**config.mk**
```make
export PLATFORM = sky130hd
export DESIGN_NAME = soml_cand_search_ctrl_flat
export DESIGN_NICKNAME = d
export VERILOG_FILES = /design/src/rtl/soml_cand_search_ctrl_if.sv /design/src/rtl/soml_cand_search_ctrl.sv /design/src/flat_wrapper.sv
export SDC_FILE = /design/constraint.sdc
export NUM_CORES = 1
export LEC_CHECK = 0
export ABC_AREA = 1
export ABC_CLOCK_PERIOD_IN_PS = 3200
export CAP_MARGIN = 20
export CELL_PAD_IN_SITES_DETAIL_PLACEMENT = 1
export CELL_PAD_IN_SITES_GLOBAL_PLACEMENT = 2
export CORE_ASPECT_RATIO = 0.5
export CORE_MARGIN = 2
export CORE_UTILIZATION = 35
export DETAILED_ROUTE_END_ITERATION = 8
export DONT_BUFFER_PORTS = 1
export PLACE_DENSITY_LB_ADDON = 0.12
export SYNTH_ARGS = -nofsm -noshare
export SYNTH_HDL_FRONTEND = slang
export SYNTH_SLANG_ARGS = --single-unit
```
**constraint.sdc**
```tcl
create_clock -name clk -period 3.2 [get_ports clk]
set_clock_uncertainty 0.15 [all_clocks]
set_input_delay 0.32 -clock clk [delete_from_list [all_inputs] [get_ports clk]]
set_output_delay 0.32 -clock clk [all_outputs]
set_load 0.02 [all_outputs]
```
**src/rtl/soml_cand_search_ctrl_if.sv**
```systemverilog
// Column-request stream to the S-ROM/metric datapath and the metric return path.
interface soml_cand_search_ctrl_if #(
   parameter int unsigned METRIC_W = 32
);
   logic [3:0]          rom_si;
   logic [1:0]          rom_col;
   logic                col_valid;
   logic                col_last;
   logic                dp_ready;
   logic [METRIC_W-1:0] metric_in;
   logic                metric_valid;

   modport master (
      output rom_si, rom_col, col_valid, col_last,
      input  dp_ready, metric_in, metric_valid
   );

   modport slave (
      input  rom_si, rom_col, col_valid, col_last,
      output dp_ready, metric_in, metric_valid
   );
endinterface

```
**src/rtl/soml_cand_search_ctrl.sv**
```systemverilog
// Candidate-S search controller: walks every (Si, colS) pair into the metric
// datapath and keeps the lowest-metric candidate index (ties keep the lower one).
module soml_cand_search_ctrl #(
   parameter int unsigned METRIC_W = 32,
   parameter int unsigned NUM_CAND = 16,
   parameter int unsigned NUM_COL  = 2
) (
   input  logic                    clk,
   input  logic                    rst,
   input  logic                    start,
   input  logic                    abort,
   soml_cand_search_ctrl_if.master dp,
   output logic                    busy,
   output logic                    done,
   output logic [3:0]              best_idx,
   output logic [METRIC_W-1:0]     best_metric,
   output logic                    proto_err
);
   localparam logic [3:0] LAST_SI  = 4'(NUM_CAND - 1);
   localparam logic [1:0] LAST_COL = 2'(NUM_COL - 1);
   localparam logic [4:0] RCV_FULL = 5'(NUM_CAND);

   typedef enum logic [1:0] {S_IDLE, S_ISSUE, S_DRAIN, S_DONE} state_t;

   state_t              state_q;
   logic [3:0]          si_q;
   logic [1:0]          col_q;
   logic [4:0]          rcv_q, rcv_d;
   logic [METRIC_W-1:0] min_q, min_d;
   logic [3:0]          min_idx_q, min_idx_d;
   logic [3:0]          best_idx_q;
   logic [METRIC_W-1:0] best_metric_q;
   logic                proto_err_q;
   logic                collecting, accept, last_beat, overflow, all_rcv;

   always_comb begin
      collecting = (state_q == S_ISSUE) || (state_q == S_DRAIN);
      accept     = (state_q == S_ISSUE) && dp.dp_ready;
      last_beat  = accept && (si_q == LAST_SI) && (col_q == LAST_COL);
      overflow   = dp.metric_valid && (rcv_q == RCV_FULL);
      rcv_d      = rcv_q;
      min_d      = min_q;
      min_idx_d  = min_idx_q;
      // Strict less-than: an equal later metric never displaces the earlier index.
      if (collecting && dp.metric_valid && !overflow) begin
         rcv_d = rcv_q + 5'd1;
         if (dp.metric_in < min_q) begin
            min_d     = dp.metric_in;
            min_idx_d = rcv_q[3:0];
         end
      end
      all_rcv = (rcv_d == RCV_FULL);
   end

   always_ff @(posedge clk) begin
      if (rst) begin
         state_q       <= S_IDLE;
         si_q          <= '0;
         col_q         <= '0;
         rcv_q         <= '0;
         min_q         <= '1;
         min_idx_q     <= '0;
         best_idx_q    <= '0;
         best_metric_q <= '0;
         proto_err_q   <= 1'b0;
      end else begin
         unique case (state_q)
            S_IDLE: begin
               if (dp.metric_valid) proto_err_q <= 1'b1;
               if (start) begin
                  state_q     <= S_ISSUE;
                  si_q        <= '0;
                  col_q       <= '0;
                  rcv_q       <= '0;
                  min_q       <= '1;
                  min_idx_q   <= '0;
                  proto_err_q <= 1'b0;
               end
            end
            S_ISSUE, S_DRAIN: begin
               if (abort) begin
                  state_q <= S_IDLE;
                  si_q    <= '0;
                  col_q   <= '0;
               end else begin
                  rcv_q     <= rcv_d;
                  min_q     <= min_d;
                  min_idx_q <= min_idx_d;
                  if (overflow) proto_err_q <= 1'b1;
                  if (accept) begin
                     if (col_q == LAST_COL) begin
                        col_q <= '0;
                        si_q  <= si_q + 4'd1;
                     end else begin
                        col_q <= col_q + 2'd1;
                     end
                  end
                  // A full set of metrics only completes once every beat has issued.
                  if ((state_q == S_DRAIN || last_beat) && all_rcv) begin
                     state_q       <= S_DONE;
                     best_idx_q    <= min_idx_d;
                     best_metric_q <= min_d;
                  end else if (last_beat) begin
                     state_q <= S_DRAIN;
                  end
               end
            end
            S_DONE: begin
               if (dp.metric_valid) proto_err_q <= 1'b1;
               state_q <= S_IDLE;
            end
            default: state_q <= S_IDLE;
         endcase
      end
   end

   assign dp.rom_si    = si_q;
   assign dp.rom_col   = col_q;
   assign dp.col_valid = (state_q == S_ISSUE);
   assign dp.col_last  = (state_q == S_ISSUE) && (col_q == LAST_COL);
   assign busy         = (state_q == S_ISSUE) || (state_q == S_DRAIN);
   assign done         = (state_q == S_DONE);
   assign best_idx     = best_idx_q;
   assign best_metric  = best_metric_q;
   assign proto_err    = proto_err_q;
endmodule

```
**src/flat_wrapper.sv**
```systemverilog
// flat-port wrapper written by rule: the top's interface ports become plain ports
module soml_cand_search_ctrl_flat 
#(
   parameter int unsigned METRIC_W = 32,
   parameter int unsigned NUM_CAND = 16,
   parameter int unsigned NUM_COL  = 2
)
  (clk, rst, start, abort, busy, done, best_idx, best_metric, proto_err, dp_rom_si, dp_rom_col, dp_col_valid, dp_col_last, dp_dp_ready, dp_metric_in, dp_metric_valid);
  soml_cand_search_ctrl_if #(.METRIC_W(METRIC_W)) dp_i ();
  input  logic clk;
  input  logic rst;
  input  logic start;
  input  logic abort;
  output logic busy;
  output logic done;
  output logic [3:0] best_idx;
  output logic [METRIC_W-1:0] best_metric;
  output logic proto_err;
  output wire logic [$bits(dp_i.rom_si)-1:0] dp_rom_si;
  output wire logic [$bits(dp_i.rom_col)-1:0] dp_rom_col;
  output wire logic [$bits(dp_i.col_valid)-1:0] dp_col_valid;
  output wire logic [$bits(dp_i.col_last)-1:0] dp_col_last;
  input wire logic [$bits(dp_i.dp_ready)-1:0] dp_dp_ready;
  input wire logic [$bits(dp_i.metric_in)-1:0] dp_metric_in;
  input wire logic [$bits(dp_i.metric_valid)-1:0] dp_metric_valid;
  assign dp_rom_si = dp_i.rom_si;
  assign dp_rom_col = dp_i.rom_col;
  assign dp_col_valid = dp_i.col_valid;
  assign dp_col_last = dp_i.col_last;
  assign dp_i.dp_ready = dp_dp_ready;
  assign dp_i.metric_in = dp_metric_in;
  assign dp_i.metric_valid = dp_metric_valid;
  soml_cand_search_ctrl #(.METRIC_W(METRIC_W), .NUM_CAND(NUM_CAND), .NUM_COL(NUM_COL)) u_core (.clk(clk), .rst(rst), .start(start), .abort(abort), .dp(dp_i), .busy(busy), .done(done), .best_idx(best_idx), .best_metric(best_metric), .proto_err(proto_err));
endmodule
```
# Word level (Yosys, flattened, before mapping)
# Index checks and enable logic that the tools add are counted.
totals:
  memories: 0
  latchBits: 0
  ram_bits: 0
  ff_bits: 86
  word_cells: 80
  romBits: 0
op_classes:
  reduce_logical: 20
  n_addsub: 3
  eq_ne: 13
  div: 0
  bitwise_logic: 1
  n_mul: 0
  order_cmp: 1
  n_mux: 33
  shifts: 0
ops:
  columns: ["cell", "n"]
  rows:
  - ["two-way mux 32 bit", 4]
  - ["one-hot mux 32 bit (2 select lines)", 1]
  - ["< comparator 32 bit", 1]
  - ["two-way mux 4 bit", 7]
  - ["two-way mux 2 bit", 8]
  - ["one-hot mux 4 bit (2 select lines)", 2]
  - ["two-way mux 5 bit", 3]
  - ["equality test 5 bit, second input constant", 2]
  - ["one-hot mux 5 bit (2 select lines)", 1]
  - ["AND reduction 3 bit", 3]
  - ["logical AND 1 bit", 8]
  - ["!= test 3 x 2 -> 1 bit, second input constant", 2]
  - ["one-hot mux 2 bit (3 select lines)", 1]
  - ["adder 5 x 1 -> 5 bit, second input constant", 1]
  - ["adder 4 x 1 -> 4 bit, second input constant", 1]
  - ["equality test 2 x 1 -> 1 bit, second input constant", 2]
  - ["equality test 2 bit, second input constant", 2]
  - ["equality test 4 bit, second input constant", 1]
  - ["two-way mux 1 bit", 4]
  - ["!= test 2 bit, second input constant", 2]
  - ["!= test 4 x 2 -> 1 bit, second input constant", 1]
  - ["one-hot mux 2 bit (2 select lines)", 1]
  - ["AND reduction 2 bit", 2]
  - ["AND reduction 4 bit", 1]
  - ["9 further kinds", 10]

# Logic depth before layout (Yosys ltp)
depth:
  depth_word: 10
  mapped_depth: 19
  mapped_depth_nobuf: 19

# Least setup slack after synthesis
# No wires, ideal clock.
synth_timing:
  path_kind: "register to register"
  start: "reg u_core.state_q[0]"
  end: "reg u_core.min_q[10]"
  arrival_time_ps: 2218
  path_slack_ps: 717
  setup_time_ps: 115
  period_less_slack_ps: 2483
  path_buffers: 2
  path_stages_with_launch: 12
  path_cell_list: "dfxtp_1 -> inv_1 -> ha_1 -> buf_2 -> inv_1 -> nor2_2 -> inv_1 -> nor2_2 -> a31oi_1 -> clkbuf_1 -> a21oi_1 -> nand2_1"
synth_via:
  elab_chain_cells: 7
  word_cells_on_any_way: 14
  classes_between: "4 x eq/ne; 3 x mux; 7 x reduce/logical"
synth_rtl:
  columns: ["element", "line", "text"]
  rows:
  - ["start, declared", "soml_cand_search_ctrl.sv:25", "state_t state_q;"]
  - ["start signal, assigned", "soml_cand_search_ctrl.sv:57", "state_q <= S_IDLE;"]
  - ["start signal, assigned", "soml_cand_search_ctrl.sv:71", "state_q <= S_ISSUE;"]
  - ["start signal, assigned", "soml_cand_search_ctrl.sv:82", "state_q <= S_IDLE;"]
  - ["equality test 2 x 1 -> 1 bit or equality test 2 bit (tied branches)", null, null]
  - ["logical OR 1 bit *", null, null]
  - ["via busy", "flat_wrapper.sv:14", "output logic busy;"]
  - ["logical AND 1 bit * (2 in a row)", "soml_cand_search_ctrl.sv:45", "if (collecting && dp.metric_valid && !overflow) begin"]
  - ["two-way mux 32 bit *", "soml_cand_search_ctrl.sv:45", null]
  - ["two-way mux 32 bit *", "soml_cand_search_ctrl.sv:81", "if (abort) begin"]
  - ["one-hot mux 32 bit (2 select lines) *", "soml_cand_search_ctrl.sv:67", "unique case (state_q)"]
  - ["end signal, assigned", "soml_cand_search_ctrl.sv:87", "min_q <= min_d;"]
  - ["end, declared", "soml_cand_search_ctrl.sv:29", "logic [METRIC_W-1:0] min_q, min_d;"]
# Mark *: on every way through the listed nets, which the timed path passes. The rest lies on a longest branch. The select of a mux whose other input is x is not followed.
# A chain may end at the register's enable or synchronous reset.

# Final worst setup path
layout_timing:
  start: "reg u_core.state_q[1]"
  end: "reg u_core.rcv_q[1]"
layout_via:
  elab_chain_cells: 7
  word_cells_on_any_way: 14
  classes_between: "4 x eq/ne; 3 x mux; 7 x reduce/logical"
layout_rtl:
  columns: ["element", "line", "text"]
  rows:
  - ["equality test 2 x 1 -> 1 bit or equality test 2 bit (tied branches)", "soml_cand_search_ctrl.sv:37, soml_cand_search_ctrl.sv:67", null]
  - ["logical OR 1 bit", "soml_cand_search_ctrl.sv:37", "collecting = (state_q == S_ISSUE) || (state_q == S_DRAIN);"]
  - ["logical AND 1 bit (2 in a row)", "soml_cand_search_ctrl.sv:45", null]
  - ["two-way mux 5 bit", "soml_cand_search_ctrl.sv:45", null]
  - ["two-way mux 5 bit", "soml_cand_search_ctrl.sv:81", null]
  - ["one-hot mux 5 bit (2 select lines)", "soml_cand_search_ctrl.sv:67", null]
  - ["end signal, assigned", "soml_cand_search_ctrl.sv:86", "rcv_q <= rcv_d;"]
  - ["end, declared", "soml_cand_search_ctrl.sv:28", "logic [4:0] rcv_q, rcv_d;"]
# Several ways; a longest one is shown, not always the timed one. The select of a mux whose other input is x is not followed.

==> impl_results.md <==
- CTS tree: done
- Wire per inst: 15.7 µm
- Crit path kind: reg2reg
- Die X: roughly 180 µm
- Reg2reg start: u_core.state_q[1]$_SDFFE_PP0P_
- Antenna viol nets, final: 0
- Clk pwr share: around a quarter
- Crit-path cells: inv_1 -> ha_2 -> inv_1 -> nor2_2 -> inv_1 -> nor2_2 -> a31oi_4 -> inv_2 -> nand2_1 -> a21oi_1
- Internal power: roughly 2.4 mW
- YS warnings: 0
- Remaining DRCs: 0
- Slew at the pin closest to its max-slew limit: about 740 ps
- Reg2reg end: u_core.rcv_q[1]$_SDFFE_PP0P_
- Main synth FF type: dfxtp_1
- Syn Area/Cell: just under 7 µm²
- Final Hold Fails: 0
- CP top delay family: buffers and inverters
- Hold_buf cts: 1
- Syn_nets: 849
- Setup TNS: 0 ps
- FF+latch count, synth: 86
- Worst setup SP type: flip-flop
- Vias: 4,679
- CTS sink count: 86
- Hold Path Depth: 3
- Flop pwr share: approximately a third
- Critical Path AT: between 2000 and 3000 ps
- Starting density of the core: 36.0%
- Nets: approximately 840
- Final max-slew violation count: 0
- HP Class: in2reg
- Initial antenna violation count: 0
- I/O Pins: 85
- DR pass1 iterations: 4
- Pwr/cell area: 771 mW/mm²
- First-pass GRT wire length: ~25 mm
- Detailed Route Iter0 Violations: 175
- Buffers and inverters on the worst path: 4
- Setup violators final: 0
- Hold Path Sink: u_core.state_q[0]$_SDFFE_PP0P_
- GR Overflow Total: 0
- Rows: 31
- Post-synthesis cell count: ~770
- Crit path top cell by count: inv_1
- HPWL Detailed: a little over 10 mm
- Fmax: around 380 MHz
- Sw Share: roughly 44%
- Root Driver: clkbuf_16
- Fin cells: between 900 and 1,000
- Mapped cell area: 0.00524 mm²
- Layout cells sized above 1: 9.57%
- Placed cells: 944
- Max-Cap Viols: 0
- Area growth from synthesis to layout: 8.75%
- Clock Latency Late Sink: 350 ps
- Number of vias per cell: just under 5
- Die area: 0.0160 mm²
- Number of flops mapped to enable cells by yosys: 0
- Comb pwr share: 44.8%
- Worst EP required: between 3000 and 4000 ps
- Switching pwr: around 2 mW
- Vias in the first global route: between 4,000 and 5,000
- Sequential area share after synthesis: ~33%
- Crit-path max FO: 33
- Reg2Reg Setup Slack: 540 ps
- Crit path depth: 10
- Inserted Clock Buffers: 9
- Delay of the slowest critical-path stage: about 550 ps
- Post-CTS Resized: 0
- Core footprint: between 0.01 and 0.015 mm²
- Fin crit share: about 83%
- Final WL: about 15 mm
- Final min period: between 2000 and 3000 ps
- Worst-case reg-to-reg path depth: 10
- Synth cell types: 32
- Clock buffer depth: 2
- Final Power: roughly 4.4 mW
- RSZ-0062 raised after global routing: false
- H-tree Lvls: 3
- Area after DPL: approximately 0.0054 mm²
- PortBufs: 0
- Largest net degree at the start of global routing: 79
- Peak supply drop: approximately 0.38 mV
- Startpoint of the worst hold path: rst
- Total track usage: 20.0%
- Slew headroom: roughly half
- Leak Pwr: ~2.8 nW
- Async set-reset flop share out of synthesis: 0%
- Crit-path slowest cell: inv_2
- Postcts setup bufs: 0
- RePlAce Congestion: approximately 0.75
- Outcome: finished clean
- Post-route cell area: 0.00569 mm²
- Setup crit end kind: flip-flop
- # diodes: 0
- Reg clk slew, reported paths: around 70 ps
- Die span in y: between 90 and 100 µm
## cell usage after synthesis, types with 2 or more instances
cell type  count  area share (%)
or2_2          2            0.24
xor2_1         3            0.50
inv_2          4            0.29
buf_2          7            0.67
nor2_1        20             1.4
nand2_1      204              15
buf_12         3             1.1
a21oi_1       68             6.5
nand3_1      111              11
ha_1          40             9.6
o21ai_0       13             1.2
buf_4          7             1.0
nor3_1         5            0.48
a31oi_1        2            0.24
nor2_2         3            0.36
dfxtp_1       86              33
a21oi_2       30             5.0
buf_1          4            0.29
clkbuf_1      13            0.93
inv_1        134             9.6
## worst max path at each step
| stage | to | startpoint | slack, ps |
|---|---|---|---|
| after floorplan | u_core.min_q[10]$_SDFFE_PP1P_ | u_core.state_q[0]$_SDFFE_PP0P_ | 720 |
| after global placement | u_core.best_metric[8]$_SDFFE_PP0P_ | u_core.rcv_q[0]$_SDFFE_PP0P_ | 600 |
| after detailed placement | u_core.rcv_q[1]$_SDFFE_PP0P_ | u_core.state_q[1]$_SDFFE_PP0P_ | 550 |
| after CTS | u_core.rcv_q[1]$_SDFFE_PP0P_ | u_core.state_q[1]$_SDFFE_PP0P_ | 540 |
| after global routing | u_core.min_q[14]$_SDFFE_PP1P_ | u_core.min_q[21]$_SDFFE_PP1P_ | 300 |
| final | u_core.rcv_q[1]$_SDFFE_PP0P_ | u_core.state_q[1]$_SDFFE_PP0P_ | 540 |
## metrics by stage
step                hold slack (ps)  utilization, %  worst slack, ps
floorplan                       295               -              717
global placement                247            37.0              603
detailed placement              248            37.0              554
CTS                            12.8            39.1              539
global route                   30.7            39.1              304
finish                         18.8            39.1              544
## worst min-delay path, cell delays in order
cell,delay (ps)
inv_1,50
nand2_1,70
nor2_1,30
## logic make-up after synthesis
| group | share of synthesized area (%) |
|---|---|
| AND/OR/NAND/NOR | 29.1 |
| flip-flops | 32.9 |
| XOR/XNOR | 0.669 |
| buffers and inverters | 14.3 |
| AO/OA/AOI/OAI | 13.5 |
| adder cells (fa/ha/maj) | 9.56 |
## area by class of cell
class | instances | area (µm²)
Clock inverter | 3 | 17.5
Timing Repair Buffer | 12 | 135
Multi-Input combinational cell | 511 | 2780
Tap cell | 198 | 248
Sequential cell | 86 | 1720
Inverter | 138 | 518
Clock buffer | 13 | 270
Fill cell | 1899 | 8850
## power groups by stage
stage / Clock [mW] / Sequential, mW / Combinational [mW]
6_report: 1.04 / 1.39 / 1.97
5_1_grt: 1.12 / 1.41 / 2.30
4_1_cts: 1.08 / 1.39 / 2.00
3_5_place_dp: 0 / 1.41 / 1.96
3_3_place_gp: 0 / 1.41 / 1.91
2_1_floorplan: 0 / 1.38 / 1.46
## registers in the layout, summed over array words and instances, names as in the netlist
register and flops:
u_core.best_idx 4, u_core.best_metric 32, u_core.dp.rom_col 2, u_core.dp.rom_si 4, u_core.min_idx_q 4, u_core.min_q 32, u_core.proto_err 1, u_core.rcv_q 5
u_core.state_q 2
## placed cells by master, fill, tap and decap left out, types with 2 or more instances in the layout
| cell type | instances |
|---|---|
| a21oi_1 | 68 |
| dfxtp_1 | 86 |
| inv_2 | 4 |
| clkinv_2 | 2 |
| or2_2 | 2 |
| nand3_1 | 111 |
| xor2_1 | 3 |
| nor3_1 | 5 |
| a21oi_2 | 30 |
| ha_1 | 39 |
| clkbuf_16 | 9 |
| o21ai_0 | 13 |
| nand2_1 | 204 |
| buf_4 | 9 |
| nor2_1 | 20 |
| buf_12 | 2 |
| clkbuf_8 | 3 |
| nor2_2 | 3 |
| inv_1 | 134 |
## layer usage
layer | GRT usage [%] | part of all wire (%) | vias up
li1 | - | - | 2417
met1 | 26.9 | 51 | 2181
met2 | 30.7 | 42 | 69
met3 | 6.78 | 6.1 | 12
met4 | 4.68 | 1.0 | 0
met5 | 0 | 0 | -
Power figures use the tool's default switching activity.
